[src/rtl/conv_out_writer.sv]
// conv_out_writer: accumulates the product terms of one output pixel, adds the
// channel bias, rescales, saturates to a signed byte and writes it to output
// memory. Pixels are scanned k (column) fastest, then j (row), then i (channel).
module conv_out_writer #(
    parameter int CONV_DIM_OUT = 32,
    parameter int CONV_OUT_CH  = 32,
    parameter int DATA_W       = 16,
    parameter int ACC_W        = 32,
    parameter int OUT_SHIFT    = 8,
    parameter int RELU         = 1,
    parameter int ADDR_W       = 16
) (
    input  logic              clk,
    input  logic              reset,
    input  logic              start,
    input  logic              prod_valid,
    input  logic [DATA_W-1:0] prod_data,
    input  logic              win_end,
    output logic              prod_ready,
    output logic [7:0]        bias_ch,
    input  logic [ACC_W-1:0]  bias,
    output logic              wr_en,
    output logic [ADDR_W-1:0] wr_addr,
    output logic [7:0]        wr_data,
    input  logic              wr_ready,
    output logic              busy,
    output logic              done
);

    // Counter widths stay at least 1 bit so DIM=1 / CH=1 builds still elaborate.
    localparam int K_W = (CONV_DIM_OUT > 1) ? $clog2(CONV_DIM_OUT) : 1;
    localparam int I_W = (CONV_OUT_CH > 1) ? $clog2(CONV_OUT_CH) : 1;
    localparam logic [K_W-1:0] K_LAST = K_W'(CONV_DIM_OUT - 1);
    localparam logic [I_W-1:0] I_LAST = I_W'(CONV_OUT_CH - 1);
    localparam logic signed [ACC_W-1:0] SAT_HI = ACC_W'(127);
    localparam logic signed [ACC_W-1:0] SAT_LO = ACC_W'(-128);

    typedef enum logic [2:0] {S_IDLE, S_ACCUM, S_FINAL, S_WRITE, S_DONE} state_t;

    state_t                   state, state_nxt;
    logic signed [ACC_W-1:0]  acc;
    logic signed [ACC_W-1:0]  sum;
    logic signed [ACC_W-1:0]  scaled;
    logic [7:0]               sat;
    logic [ADDR_W-1:0]        addr_calc;
    logic [K_W-1:0]           k, j;
    logic [I_W-1:0]           i;
    logic                     last_pix;

    assign prod_ready = (state == S_ACCUM);
    assign busy       = (state == S_ACCUM) || (state == S_FINAL) || (state == S_WRITE);
    assign done       = (state == S_DONE);
    assign bias_ch    = 8'(i);
    assign last_pix   = (i == I_LAST) && (j == K_LAST) && (k == K_LAST);

    // Bias add (wrapping), arithmetic rescale, optional ReLU, then byte saturation.
    always_comb begin
        sum    = acc + $signed(bias);
        scaled = sum >>> OUT_SHIFT;
        if (RELU != 0 && scaled < 0)
            scaled = '0;
        if (scaled > SAT_HI)
            sat = 8'h7f;
        else if (scaled < SAT_LO)
            sat = 8'h80;
        else
            sat = scaled[7:0];
    end

    // Linear output address from the channel/row/column counters.
    always_comb begin
        addr_calc = ADDR_W'(i) * ADDR_W'(CONV_DIM_OUT * CONV_DIM_OUT)
                  + ADDR_W'(j) * ADDR_W'(CONV_DIM_OUT)
                  + ADDR_W'(k);
    end

    // State register.
    always_ff @(posedge clk or negedge reset) begin
        if (!reset)
            state <= S_IDLE;
        else
            state <= state_nxt;
    end

    // Next-state logic; start only matters when the sweep is not running.
    always_comb begin
        state_nxt = state;
        case (state)
            S_IDLE:  if (start) state_nxt = S_ACCUM;
            S_ACCUM: if (win_end) state_nxt = S_FINAL;
            S_FINAL: state_nxt = S_WRITE;
            S_WRITE: if (wr_ready) state_nxt = last_pix ? S_DONE : S_ACCUM;
            S_DONE:  if (start) state_nxt = S_ACCUM;
            default: state_nxt = S_IDLE;
        endcase
    end

    // Accumulator, pixel counters and the registered write port.
    always_ff @(posedge clk or negedge reset) begin
        if (!reset) begin
            acc     <= '0;
            i       <= '0;
            j       <= '0;
            k       <= '0;
            wr_en   <= 1'b0;
            wr_addr <= '0;
            wr_data <= '0;
        end else begin
            case (state)
                S_IDLE, S_DONE: begin
                    if (start) begin
                        acc <= '0;
                        i   <= '0;
                        j   <= '0;
                        k   <= '0;
                    end
                end
                S_ACCUM: begin
                    // A product arriving with win_end is still part of this pixel.
                    if (prod_valid)
                        acc <= acc + ACC_W'($signed(prod_data));
                end
                S_FINAL: begin
                    wr_data <= sat;
                    wr_addr <= addr_calc;
                    wr_en   <= 1'b1;
                end
                S_WRITE: begin
                    if (wr_ready) begin
                        wr_en <= 1'b0;
                        acc   <= '0;
                        if (last_pix) begin
                            i <= '0;
                            j <= '0;
                            k <= '0;
                        end else if (k == K_LAST) begin
                            k <= '0;
                            if (j == K_LAST) begin
                                j <= '0;
                                i <= i + 1'b1;
                            end else begin
                                j <= j + 1'b1;
                            end
                        end else begin
                            k <= k + 1'b1;
                        end
                    end
                end
                default: ;
            endcase
        end
    end

endmodule

[config.mk]
export PLATFORM = sky130hd
export DESIGN_NAME = conv_out_writer
export DESIGN_NICKNAME = d
export VERILOG_FILES = /design/src/rtl/conv_out_writer.sv
export SDC_FILE = /design/constraint.sdc
export NUM_CORES = 1
export LEC_CHECK = 0
export CAP_MARGIN = 20
export CORE_MARGIN = 4
export CORE_UTILIZATION = 35
export CTS_BUF_LIST = sky130_fd_sc_hd__clkbuf_4 sky130_fd_sc_hd__clkbuf_8 sky130_fd_sc_hd__clkbuf_16
export DETAILED_ROUTE_END_ITERATION = 8
export HOLD_SLACK_MARGIN = 0.06
export SKIP_LAST_GASP = 1
export SYNTH_ARGS = -nofsm -noshare
export SYNTH_HDL_FRONTEND = slang
export SYNTH_SLANG_ARGS = --single-unit
[constraint.sdc]
create_clock -name clk -period 6.3 [get_ports clk]
set_clock_uncertainty 0.2 [all_clocks]
set_input_delay 1.89 -clock clk [delete_from_list [all_inputs] [get_ports clk]]
set_output_delay 1.89 -clock clk [all_outputs]
set_load 0.02 [all_outputs]
Word level (Yosys, flattened, before mapping) --
Index checks and enable logic that the tools add are counted.
Word-level totals: flip-flop bits (word level) 75, bits of input ports 54, output and inout bits 36, word-level logic and storage cells 75
Cells by class: add/subtract/negate cells 7, magnitude comparators 3, equality and inequality tests 13, multiplexer cells 29, reduce and logical (&&, ||, !) cells 15
Operator list (count):
- $mux 32 | 4
- $pmux 32 s3 | 1
- $mux 5 | 12
- $add 32x16->32 | 1
- $add 32x32->32 | 1
- $gt 32x8->1 const B | 1
- $lt 32x8->1 const B | 1
- $pmux 5 s2 | 3
- $lt 24x1->1 const B | 1
- $add 15x10->16 | 1
- $add 16x5->16 | 1
- $mux 8 | 2
- $add 5x1->5 const B | 3
- $eq 5x5->1 const B | 3
- $mux 3 | 4
- $pmux 3 s4 | 1
- $reduce_and 4->1 | 2
- $eq 3x2->1 const B | 2
- $ne 2x2->1 const B | 3
- $ne 3x2->1 const B | 2
- $reduce_and 3->1 | 2
- $reduce_and 5->1 | 1
- $reduce_bool 2->1 | 2
- $eq 3x1->1 const B | 1
- other kinds (10) | 12

Depth between registers and ports, before layout --
Gate-level depths: netlist of run 1.
depth after elaboration 6, mapped depth 11, depth with buffers taken out 11

Worst setup path after synthesis of run 1 --
Ideal clock, no wire load.
path kind input to register, start point input port prod_data[0], end point register acc[28], setup time 0.121 ns, data arrival time 4.446 ns, slack 1.533 ns, stages 11, buffers on the path 0, path through ha_1 fa_1 a21o_1 a21o_1 a2111oi_4 o311ai_1 a211oi_2 nor4_1 a2111oi_2 xnor2_1 a22o_1
On the way: longest elaborated chain between the ends 3
RTL lines:
- from (decl) | RTL line 17 | input logic [DATA_W-1:0] prod_data,
- $add 32x16->32 | RTL line 121 | acc <= acc + ACC_W'($signed(prod_data));
- $mux 32 | RTL line 120 | if (prod_valid)
- $pmux 32 s3 | RTL line 109 | case (state)
- to (signal assigned) | RTL line 121
- to (decl) | RTL line 41 | logic signed [ACC_W-1:0] acc;
Every way passes these cells. The select of a mux whose other input is x is not followed. A chain may end at the register's enable or synchronous reset.

Worst setup path after layout of run 1 --
Same ends and word-level chain as after synthesis.

==> flow_summary.toml, run 1 <==
[clock_tree]
clockBufferDepth = 2
clk_latency_ps = 340
htreeDepth = 3
ctsResizeCount = 0
cts_tree = "done"
clock-root-buffer = "clkbuf_16"
hold_buffers = 0
clk_pin_slew_ps = 60
clock_sinks = 74
cts_buffers = 9
cts_setup_buffers = 0

[floorplan]
fp-row-count = 47
die_height_um = 140
floorplan.die.width_um = 140
die_area_um2 = 19500
io_pins = 90
core_um2 = 16800
start_util_pct = 36.1

[pwr]
power.internal_mw = 1.95
seqPwrFrac_pct = 23.1
p_sw_share_pct = 45.8
pwr-share-comb_pct = 62.2
total_leakage_power_nw = 3.47
pwr-share-clk_pct = 14.7
vdd_ir_drop_max_mv = 0.150
power_density_nw_per_um2 = 484
design_power_total_mw = 3.59
p_switching_mw = 1.64

[yosys]
async_flop_share_pct = 100
synth_area_per_cell_um2 = 8.94
yosysWarnings = 0
synth_cell_types = 66
synth-edff-count = 0
ys_seq_area_share_pct = 30.5
synth_cells = 680
synth_ff_type = "dfrtp_1"
synth_area_um2 = 6080
ys_seq_elements = 74

[setup_path]
cp_top_family = "compound AO/OA/AOI/OAI gates"
path_buf_inv = 1
setup.worst_path.class = "primary input to flip-flop"
cp.required_ps = 6330
critPathArrivalTime_ps = 5190
worst-path-max-fanout = 4
crit_top_cell = "a21o_1"
max_stage_delay_ps = 430
end_kind = "flip-flop"
crit_chain = "clkdlybuf4s50_1 > ha_1 > fa_1 > a21o_1 > a21o_1 > a2111oi_4 > o311ai_1 > a211oi_2 > nor4_1 > a2111oi_2 > xnor2_1 > a22o_1"
critPathSlowestCell = "clkdlybuf4s50_1"
cp-start-kind = "primary input"

[drt]
via_count = 5363
routed_wl_mm = 16.0
avgViaCountPerCell = 5.47
ant_nets = 0
first_pass_iters = 4
routedWlPerCell_um = 16.3
drt_iter0_drc = 242
drc = 0

[place]
port_buffers = 85
placed_cell_area_um2 = 7120
pre_cts_ws_ps = 773
dp.cells = 966
gp_congestion = 0.874
hpwlAfterDp_mm = 12.9

[final_layout]
drive_above_1_share_pct = 7.10
synthToLayoutAreaGrowth_pct = 22.1
final_area_um2 = 7420
final-instance-count-excl-fill = 981
layout.nets = 879
diodes = 0
final_util_pct = 44.1

[global_routing]
grt_pass1_vias = 5280
overflow = 0
grt_pass1_wl_mm = 26.4
track_usage_pct = 16.5
grt_max_degree = 40
antenna_found_initial = 0

[sta]
drv_slew = 0
fmax_ghz = 0.194
whs_ps = 296
finalSetupViolCount = 0
finalHoldViolations = 0
slew_headroom_pct = 47.1
fin_crit_ps = 5160
fin_tns_setup_ps = 0
fin_ws_ps = 1140
rsz0062_at_grt = "no"
post-route-period-util_pct = 81.9
tightest_slew_ps = 793

[outcome]
status = "complete, no violations"

[job]
drv_cap = 0

[min_path]
min_path_type = "flip-flop to flip-flop"
-- cells in the mapped netlist, types with 3 or more instances --
master / instances / area, um2
or3_1: 5 / 31.3
dfrtp_1: 74 / 1850
nor4_1: 3 / 18.8
clkbuf_1: 15 / 56.3
buf_4: 9 / 67.6
o21a_1: 5 / 37.5
nor3_1: 7 / 35.0
nor2b_1: 12 / 75.1
a2111oi_0: 4 / 35.0
and3_1: 9 / 56.3
nand2b_1: 7 / 43.8
nand4_1: 10 / 62.6
inv_1: 20 / 75.1
o31ai_1: 9 / 67.6
nand3b_1: 4 / 30.0
a21oi_1: 52 / 260
xnor2_1: 24 / 210
a31oi_1: 5 / 31.3
xor2_1: 17 / 149
a22o_1: 23 / 201
a221o_1: 3 / 30.0
o221ai_1: 4 / 35.0
nand3_1: 20 / 100
a21o_1: 31 / 233
a211oi_1: 9 / 67.6
ha_1: 67 / 838
o21bai_1: 3 / 22.5
a31o_2: 3 / 26.3
mux2_2: 17 / 191
o21ai_0: 34 / 170
nor2_1: 53 / 199
o31a_1: 7 / 61.3
o22ai_1: 3 / 18.8
nand2_1: 67 / 251
and2_1: 4 / 25.0
-- routing by layer --
layer / track usage (%) / part of all wire (%)
met5: 0 / 0
met4: 4.95 / 1.6
met3: 2.61 / 3.1
met2: 28.5 / 49
met1: 21.3 / 46
-- layout make-up --
cell class,count,area [um2]
clock inverters,4,51.3
repair buffers,90,883
inverters,20,75.1
well taps,220,275
fillers,1657,9400
multi-input cells,562,4030
flip-flops and latches,74,1850
clock buffers,11,253
-- logic make-up (layout without fill, tap and decap cells) --
group,after synthesis,after routing,synth area share (%)
AO/OA/AOI/OAI,222,222,26.1
multiplexers,19,19,3.48
XOR/XNOR,41,41,5.91
buffers and inverters,47,125,3.50
adder cells (fa/ha/maj),68,68,14.1
AND/OR/NAND/NOR,208,208,16.3
flip-flops,74,74,30.5
other,1,4,0.0617
-- power groups by stage --
stage	logic, mW	clock network [mW]	registers [mW]
after floorplan	1.68	0	0.809
after global placement	2.20	0	0.840
after detailed placement	2.23	0	0.843
after CTS	2.24	0.539	0.834
after global routing	2.49	0.563	0.862
final	2.23	0.527	0.831
-- registers in the layout, summed over array words and instances, names as in the netlist --
signal,cells
state,3
acc,32
j,5
wr_addr,15
k,5
wr_en,1
i,5
wr_data,8
-- final timing paths --
kind                       cells after the start    endpoint  slack [ps]          from
setup / recovery                              12     acc[28]        1140  prod_data[0]
hold / removal                                 1  wr_data[7]         300    wr_data[7]
max in group asynchronous                      2     acc[26]        3460         reset
hold reg to reg                                1  wr_data[7]         300    wr_data[7]
setup reg to reg                              11     acc[28]        2730        acc[0]
min in group asynchronous                      1  wr_addr[3]        1430         reset
-- placed cells by master, fill, tap and decap left out, types with 10 or more instances in the layout --
| cell type | instances |
|---|---|
| nand3_1 | 20 |
| ha_1 | 67 |
| dfrtp_1 | 74 |
| inv_1 | 20 |
| xnor2_1 | 24 |
| nor2b_1 | 12 |
| o21ai_0 | 34 |
| nand2_1 | 67 |
| a22o_1 | 23 |
| a21oi_1 | 52 |
| a21o_1 | 31 |
| xor2_1 | 17 |
| nor2_1 | 52 |
| nand4_1 | 10 |
| clkdlybuf4s50_1 | 84 |
| mux2_2 | 17 |
-- worst register-to-register path, stage by stage, from the launching register on --
cell and delay, ps:
dfrtp_1 410, ha_1 230, fa_1 410, a21o_1 170
a21o_1 230, a2111oi_4 370, o311ai_1 270, a211oi_2 340
nor4_1 120, a2111oi_2 400, xnor2_1 110, a22o_1 200
No activity file was read; power rests on OpenSTA's default activity.
==> run 2, diff against run 1 <==
==> constraint.sdc (replaced) <==
create_clock -name clk -period 4.8 [get_ports clk]
set_clock_uncertainty 0.2 [all_clocks]
set_input_delay 1.44 -clock clk [delete_from_list [all_inputs] [get_ports clk]]
set_output_delay 1.44 -clock clk [all_outputs]
set_load 0.02 [all_outputs]
==> flow_summary.toml, run 2 (synthesized netlist as in run 1, its figures left out) <==
[floorplan]
floorplan.die.width_um = 140
die_area_um2 = 19500
start_util_pct = 36.1
io_pins = 90
fp-row-count = 47
core_um2 = 16800
die_height_um = 140

[setup_path]
critPathArrivalTime_ps = 4610
r2r_end = "wr_data[0]"
worst-path-max-fanout = 7
worstReg2RegStart = "acc[4]"
end_kind = "flip-flop"
rr_worst_depth = 10
reg2reg_setup_slack_ps = 1300
cp.required_ps = 4830
setup.worst_path.class = "primary input to flip-flop"
cp-start-kind = "primary input"

[global_routing]
grt_pass1_vias = 5635
antenna_found_initial = 0
grt_pass1_wl_mm = 27.9
track_usage_pct = 17.5
overflow = 0
grt_max_degree = 49

[clock_tree]
clk_latency_ps = 350
cts_tree = "done"
cts_buffers = 9
cts_setup_buffers = 0
hold_buffers = 0
clock-root-buffer = "clkbuf_16"
clock_sinks = 74
htreeDepth = 3
clk_pin_slew_ps = 60
clockBufferDepth = 2
ctsResizeCount = 0

[min_path]
whs_endpoint = "j[4]"
min-delay-start = "j[4]"
min_path_type = "flip-flop to flip-flop"
hold_depth = 2

[final_layout]
drive_above_1_share_pct = 12.5
largest-register = "acc"
final_util_pct = 46.2
largest_reg_flops = 32
diodes = 0
synthToLayoutAreaGrowth_pct = 27.7
final_common_cell = "clkdlybuf4s50_1"
final_cell_mix = "clkdlybuf4s50_1 (84), dfrtp_1 (74), nand2_1 (67), ha_1 (67)"
largest_registers = "acc: 32 flops, wr_addr: 15 flops, wr_data: 8 flops"
layout.nets = 925

[place]
hpwlAfterDp_mm = 13.5
gp_congestion = 0.922
port_buffers = 85

[pwr]
p_switching_mw = 2.24
total_leakage_power_nw = 3.69
power_density_nw_per_um2 = 642
vdd_ir_drop_max_mv = 0.311
pwr-share-clk_pct = 13.9
seqPwrFrac_pct = 22.1
power.internal_mw = 2.74
pwr-share-comb_pct = 64.0
p_sw_share_pct = 45.0

[sta]
fmax_ghz = 0.218
tightest_slew_ps = 666
post-route-period-util_pct = 95.4
drv_slew = 0
finalHoldViolations = 0
whs_ps = 301
finalSetupViolCount = 0
rsz0062_at_grt = "no"
slew_headroom_pct = 55.6
fin_crit_ps = 4580

[drt]
avgViaCountPerCell = 5.44
first_pass_iters = 4
via_count = 5589
drc = 0
drt_iter0_drc = 213
routedWlPerCell_um = 16.3
routed_wl_mm = 16.7
ant_nets = 0

[job]
drv_cap = 0

[outcome]
status = "complete, no violations"
run 2: changes by cell type in the layout (fill, tap and decap cells not counted):
| cell | change |
|---|---|
| inv_6 | +1 |
| clkinv_4 | -1 |
| buf_4 | +46 |
| clkinvlp_4 | +2 |
| clkbuf_4 | +1 |
| clkbuf_8 | -2 |
run 2: metal layers:
| metal | GRT usage [%] | share of wire, % | vias to the layer above |
|---|---|---|---|
| met5 | 0 | 0 | - |
| met4 | 5.00 | 1.8 | 0 |
| met3 | 3.36 | 4.8 | 24 |
| met2 | 29.6 | 49 | 126 |
| met1 | 22.6 | 45 | 2656 |
| li1 | - | - | 2783 |
run 2: power groups by stage:
| stage | registers (mW) | logic [mW] | clock network (mW) |
|---|---|---|---|
| after global placement | 1.10 | 3.13 | 0 |
| final | 1.10 | 3.19 | 0.691 |
| after detailed placement | 1.11 | 3.18 | 0 |
| after CTS | 1.10 | 3.20 | 0.709 |
| after global routing | 1.14 | 3.54 | 0.738 |
| after floorplan | 1.06 | 2.20 | 0 |
run 2: worst max path at each step:
stage | to | start | cells past startpoint
floorplan | acc[28] | prod_data[0] | 11
global placement | acc[28] | prod_data[0] | 12
detailed placement | wr_data[0] | bias[4] | 11
CTS | wr_data[0] | bias[4] | 11
global route | wr_data[0] | bias[4] | 11
finish | wr_data[0] | bias[4] | 11
run 2: final cells by class:
type,instances,area (um2)
Fill cell,1637,9060
Multi-Input combinational cell,562,4030
Sequential cell,74,1850
Timing Repair Buffer,136,1230
Tap cell,220,275
Clock buffer,10,233
Inverter,20,75.1
Clock inverter,6,66.3
run 2: stage by stage:
stage / setup TNS [ps] / power [mW] / instance area (um2) / setup slack (ps) / instances
2_1_floorplan: 0 / 3.26 / 6090 / 483 / 683
3_3_place_gp: -457 / 4.24 / 7460 / -75.3 / 1012
3_5_place_dp: -830 / 4.30 / 7460 / -116 / 1012
4_1_cts: 0 / 5.01 / 7760 / 238 / 1028
5_1_grt: 0 / 5.42 / 7760 / 72.0 / 1028
6_report: 0 / 4.98 / 7760 / 222 / 1028
run 2: critical path, stage by stage:
cell             delay [ps]
clkdlybuf4s50_1         410
ha_1                    330
a21oi_1                 270
o211ai_2                160
o21ai_4                 220
a21boi_0                160
or3_1                   330
a221o_1                 400
a2111oi_4               380
nand4_4                 200
o31a_1                  320
==> run 3, diff against run 2 <==
--- a/config.mk
+++ b/config.mk
@@ -11,7 +11,6 @@
 export CTS_BUF_LIST = sky130_fd_sc_hd__clkbuf_4 sky130_fd_sc_hd__clkbuf_8 sky130_fd_sc_hd__clkbuf_16
 export DETAILED_ROUTE_END_ITERATION = 8
 export HOLD_SLACK_MARGIN = 0.06
-export SKIP_LAST_GASP = 1
 export SYNTH_ARGS = -nofsm -noshare
 export SYNTH_HDL_FRONTEND = slang
 export SYNTH_SLANG_ARGS = --single-unit
==> results of run 3 <==
Same layout as run 2: the final DEF is identical, and so are final timing and power.
==> patch, RTL diff (settings of run 3) <==
Make the reset (`reset`) synchronous in 2 clocked blocks.
--- a/src/rtl/conv_out_writer.sv
+++ b/src/rtl/conv_out_writer.sv
@@ -77,3 +77,3 @@
     // State register.
-    always_ff @(posedge clk or negedge reset) begin
+    always_ff @(posedge clk) begin
         if (!reset)
@@ -98,3 +98,3 @@
     // Accumulator, pixel counters and the registered write port.
-    always_ff @(posedge clk or negedge reset) begin
+    always_ff @(posedge clk) begin
         if (!reset) begin
Function: differs if reset is asserted again (counterexample within 4 cycles, from zero or initial values and one cycle with reset low); with reset held inactive, the same outputs for 4 cycles.
==> patch against run 3 <==
Sequential cell count unchanged. Area after synthesis shrank 1.1%. Final cell count increased by 12%. Wire length decreased by 0.39%. Count of clock-buffer cells in the layout did not move. Final area up 4.3%. Worst setup slack worse by 0.070 ns.
Power is not compared: it rests on default switching activity, and its combinational part moved more than twofold at a synthesized area within 25%.
==> patch: results (changes against run 3) <==
| Metric | Value |
|---|---|
| Outcome | completed |
| Diode count | 0 (unchanged) |
| Static leakage | roughly 3.5 nW |
| Overall Global Routing Usage | 0.170 (-0.00410) |
| DR vias | 5945 (+6.4%) |
| Place WS | -0.338 ns (-0.223 ns) |
| Initial detailed-routing violation count | 256 (+20%) |
| HPWL after DPL | 13.6 mm (+0.98%) |
| Critical path data arrival time | 4.68 ns (+0.07 ns) |
| Crit Reg-Reg Startpoint | acc[1] |
| Initial antenna violation count | 0 (unchanged) |
| Placed instance count | 1134 (+12%) |
| Synth unique cells | 66 (unchanged) |
| Sw frac | 0.309 |
| Sequential share of the synthesized area | 0.247 (-0.0581) |
| Longest Clk Path Bufs | 2 (unchanged) |
| Vias in the first global route | 5672 (+0.66%) |
| Site row count | 47 (unchanged) |
| Filler instances | 1682 (+2.7%) |
| Post-synth top cells | nand2_1, dfxtp_1, ha_1 |
| Met3 routed wirelength | 451 µm (-44%) |
| Max H-tree Level | 3 (unchanged) |
| CTS sink count | 74 (unchanged) |
| Worst-Margin Slew | 0.758 ns (+0.0917 ns) |
| Placer congestion estimate | 0.848 (-8.0%) |
| Worst Setup SP | bias[10] |
| DR WL met2 | 7.72 mm (-5.5%) |
| Synthesized area | 0.00601 mm² (-1.1%) |
| Post-route ant nets | 0 (unchanged) |
| Worst r2r path cells | 11 (+1) |
| Max IR drop VDD | about 0.00015 V |
| Worst hold path type | reg2reg |
| IO buf count | 85 (unchanged) |
| Largest regs | acc: 32 flops, wr_addr: 15 flops, wr_data: 8 flops |
| Ys Warns | 0 (unchanged) |
| Final net count | 1048 (+13%) |
| First-pass GRT wire length | 27.4 mm (-1.8%) |
| Synth Instances | 758 (+11%) |
| Top cells by area, synth | dfxtp_1, ha_1, nand2_1 |
| Final critical-path required period | 4.65 ns (+0.0698 ns) |
| Vias per inst | 5.17 (-5.0%) |
| Max Used Layer | met4 |
| FFs w/ async S/R, synth | 0 (-1.00) |
| Clk pin slew, worst setup/hold paths | 0.06 ns (about the same) |
| CP endpoint | wr_data[3] |
| Reg2reg setup slack | 1.38 ns (+0.08 ns) |
| Pin count of the biggest net entering global routing | 36 (-27%) |
| Clock Latency Late Sink | 0.35 ns (about the same) |
| WL per Instance | 14.5 µm (-11%) |
| Worst-path maximum fanout | 7 (unchanged) |
| CTS root buf | clkbuf_16 |
| Met1 wire length | 8.27 mm (+11%) |
| Layout cell share with drive strength beyond 1 | 0.151 (+0.0265) |
| Cts bufs inserted | 9 (unchanged) |
| Drt pass-1 iters | 5 (+1) |
-- patch: cell families after synthesis --
| kind of cell | Yosys count | share of synthesized area |
|---|---|---|
| multiplexers | 4 | 0.00666 |
| other | 1 | 0.000624 |
| AND/OR/NAND/NOR | 263 | 0.214 |
| adder cells (fa/ha/maj) | 68 | 0.143 |
| buffers and inverters | 52 | 0.0381 |
| flip-flops | 74 | 0.247 |
| AO/OA/AOI/OAI | 255 | 0.291 |
| XOR/XNOR | 41 | 0.0598 |
-- patch: final cells by class --
| cell class | count | share of cell area |
|---|---|---|
| well taps | 220 | 0.0340 |
| clock buffers | 10 | 0.0287 |
| flip-flops and latches | 74 | 0.183 |
| multi-input cells | 635 | 0.538 |
| repair buffers | 188 | 0.202 |
| inverters | 18 | 0.00834 |
| clock inverters | 6 | 0.00541 |
-- patch: worst min path at each step --
stage | slack (ns) | endpoint | from | depth (start not counted)
after global routing | 0.29 | wr_addr[12] | wr_addr[12] | 2
after floorplan | 0.25 | acc[16] | acc[16] | 2
final | 0.26 | wr_addr[7] | wr_addr[7] | 2
after global placement | 0.25 | wr_addr[13] | wr_addr[13] | 2
after CTS | 0.27 | wr_addr[7] | wr_addr[7] | 2
after detailed placement | 0.26 | wr_addr[7] | wr_addr[7] | 2
-- patch: metrics by stage --
stage / area [µm²] / utilization / hold WS [ns]
after CTS: 8040 / 0.481 / 0.265
after detailed placement: 7760 / 0.465 / 0.257
after global routing: 8100 / 0.485 / 0.286
final: 8100 / 0.485 / 0.260
after floorplan: 6020 / - / 0.255
after global placement: 7760 / 0.465 / 0.251
-- patch: metal layers --
| metal | up-vias | global-route usage |
|---|---|---|
| met5 | - | 0 |
| met4 | 0 | 0.0484 |
| met3 | 13 | 0.0252 |
| met2 | 90 | 0.283 |
| met1 | 2711 | 0.231 |
| li1 | 3131 | - |
-- patch: critical path, cell delays in order --
cell and delay (ns):
clkdlybuf4s50_1 0.57, ha_4 0.24, and3_4 0.17, buf_4 0.14, and3_2 0.20, o211ai_1 0.14, a21o_1 0.22, a21oi_2 0.09
or3_1 0.38, a221o_1 0.38, a2111oi_4 0.26, nand4_4 0.18, o221a_1 0.27
-- patch: repair_timing --
| action | CTS | global route |
|---|---|---|
| endpoints found under the hold margin | 0 | 0 |
| hold buffers | 0 | 0 |
| resized for setup | 0 | 9 |
| setup endpoints to repair | 0 | 8 |
| buffers inserted | 0 | 1 |
-- patch: power groups by stage --
stage               Clock [mW]  Combinational (mW)  Sequential [mW]
detailed placement           0               0.490            0.675
global route             0.663               0.550            0.665
CTS                      0.643               0.492            0.661
finish                   0.632               0.494            0.662
floorplan                    0               0.291            0.669
global placement             0               0.487            0.675
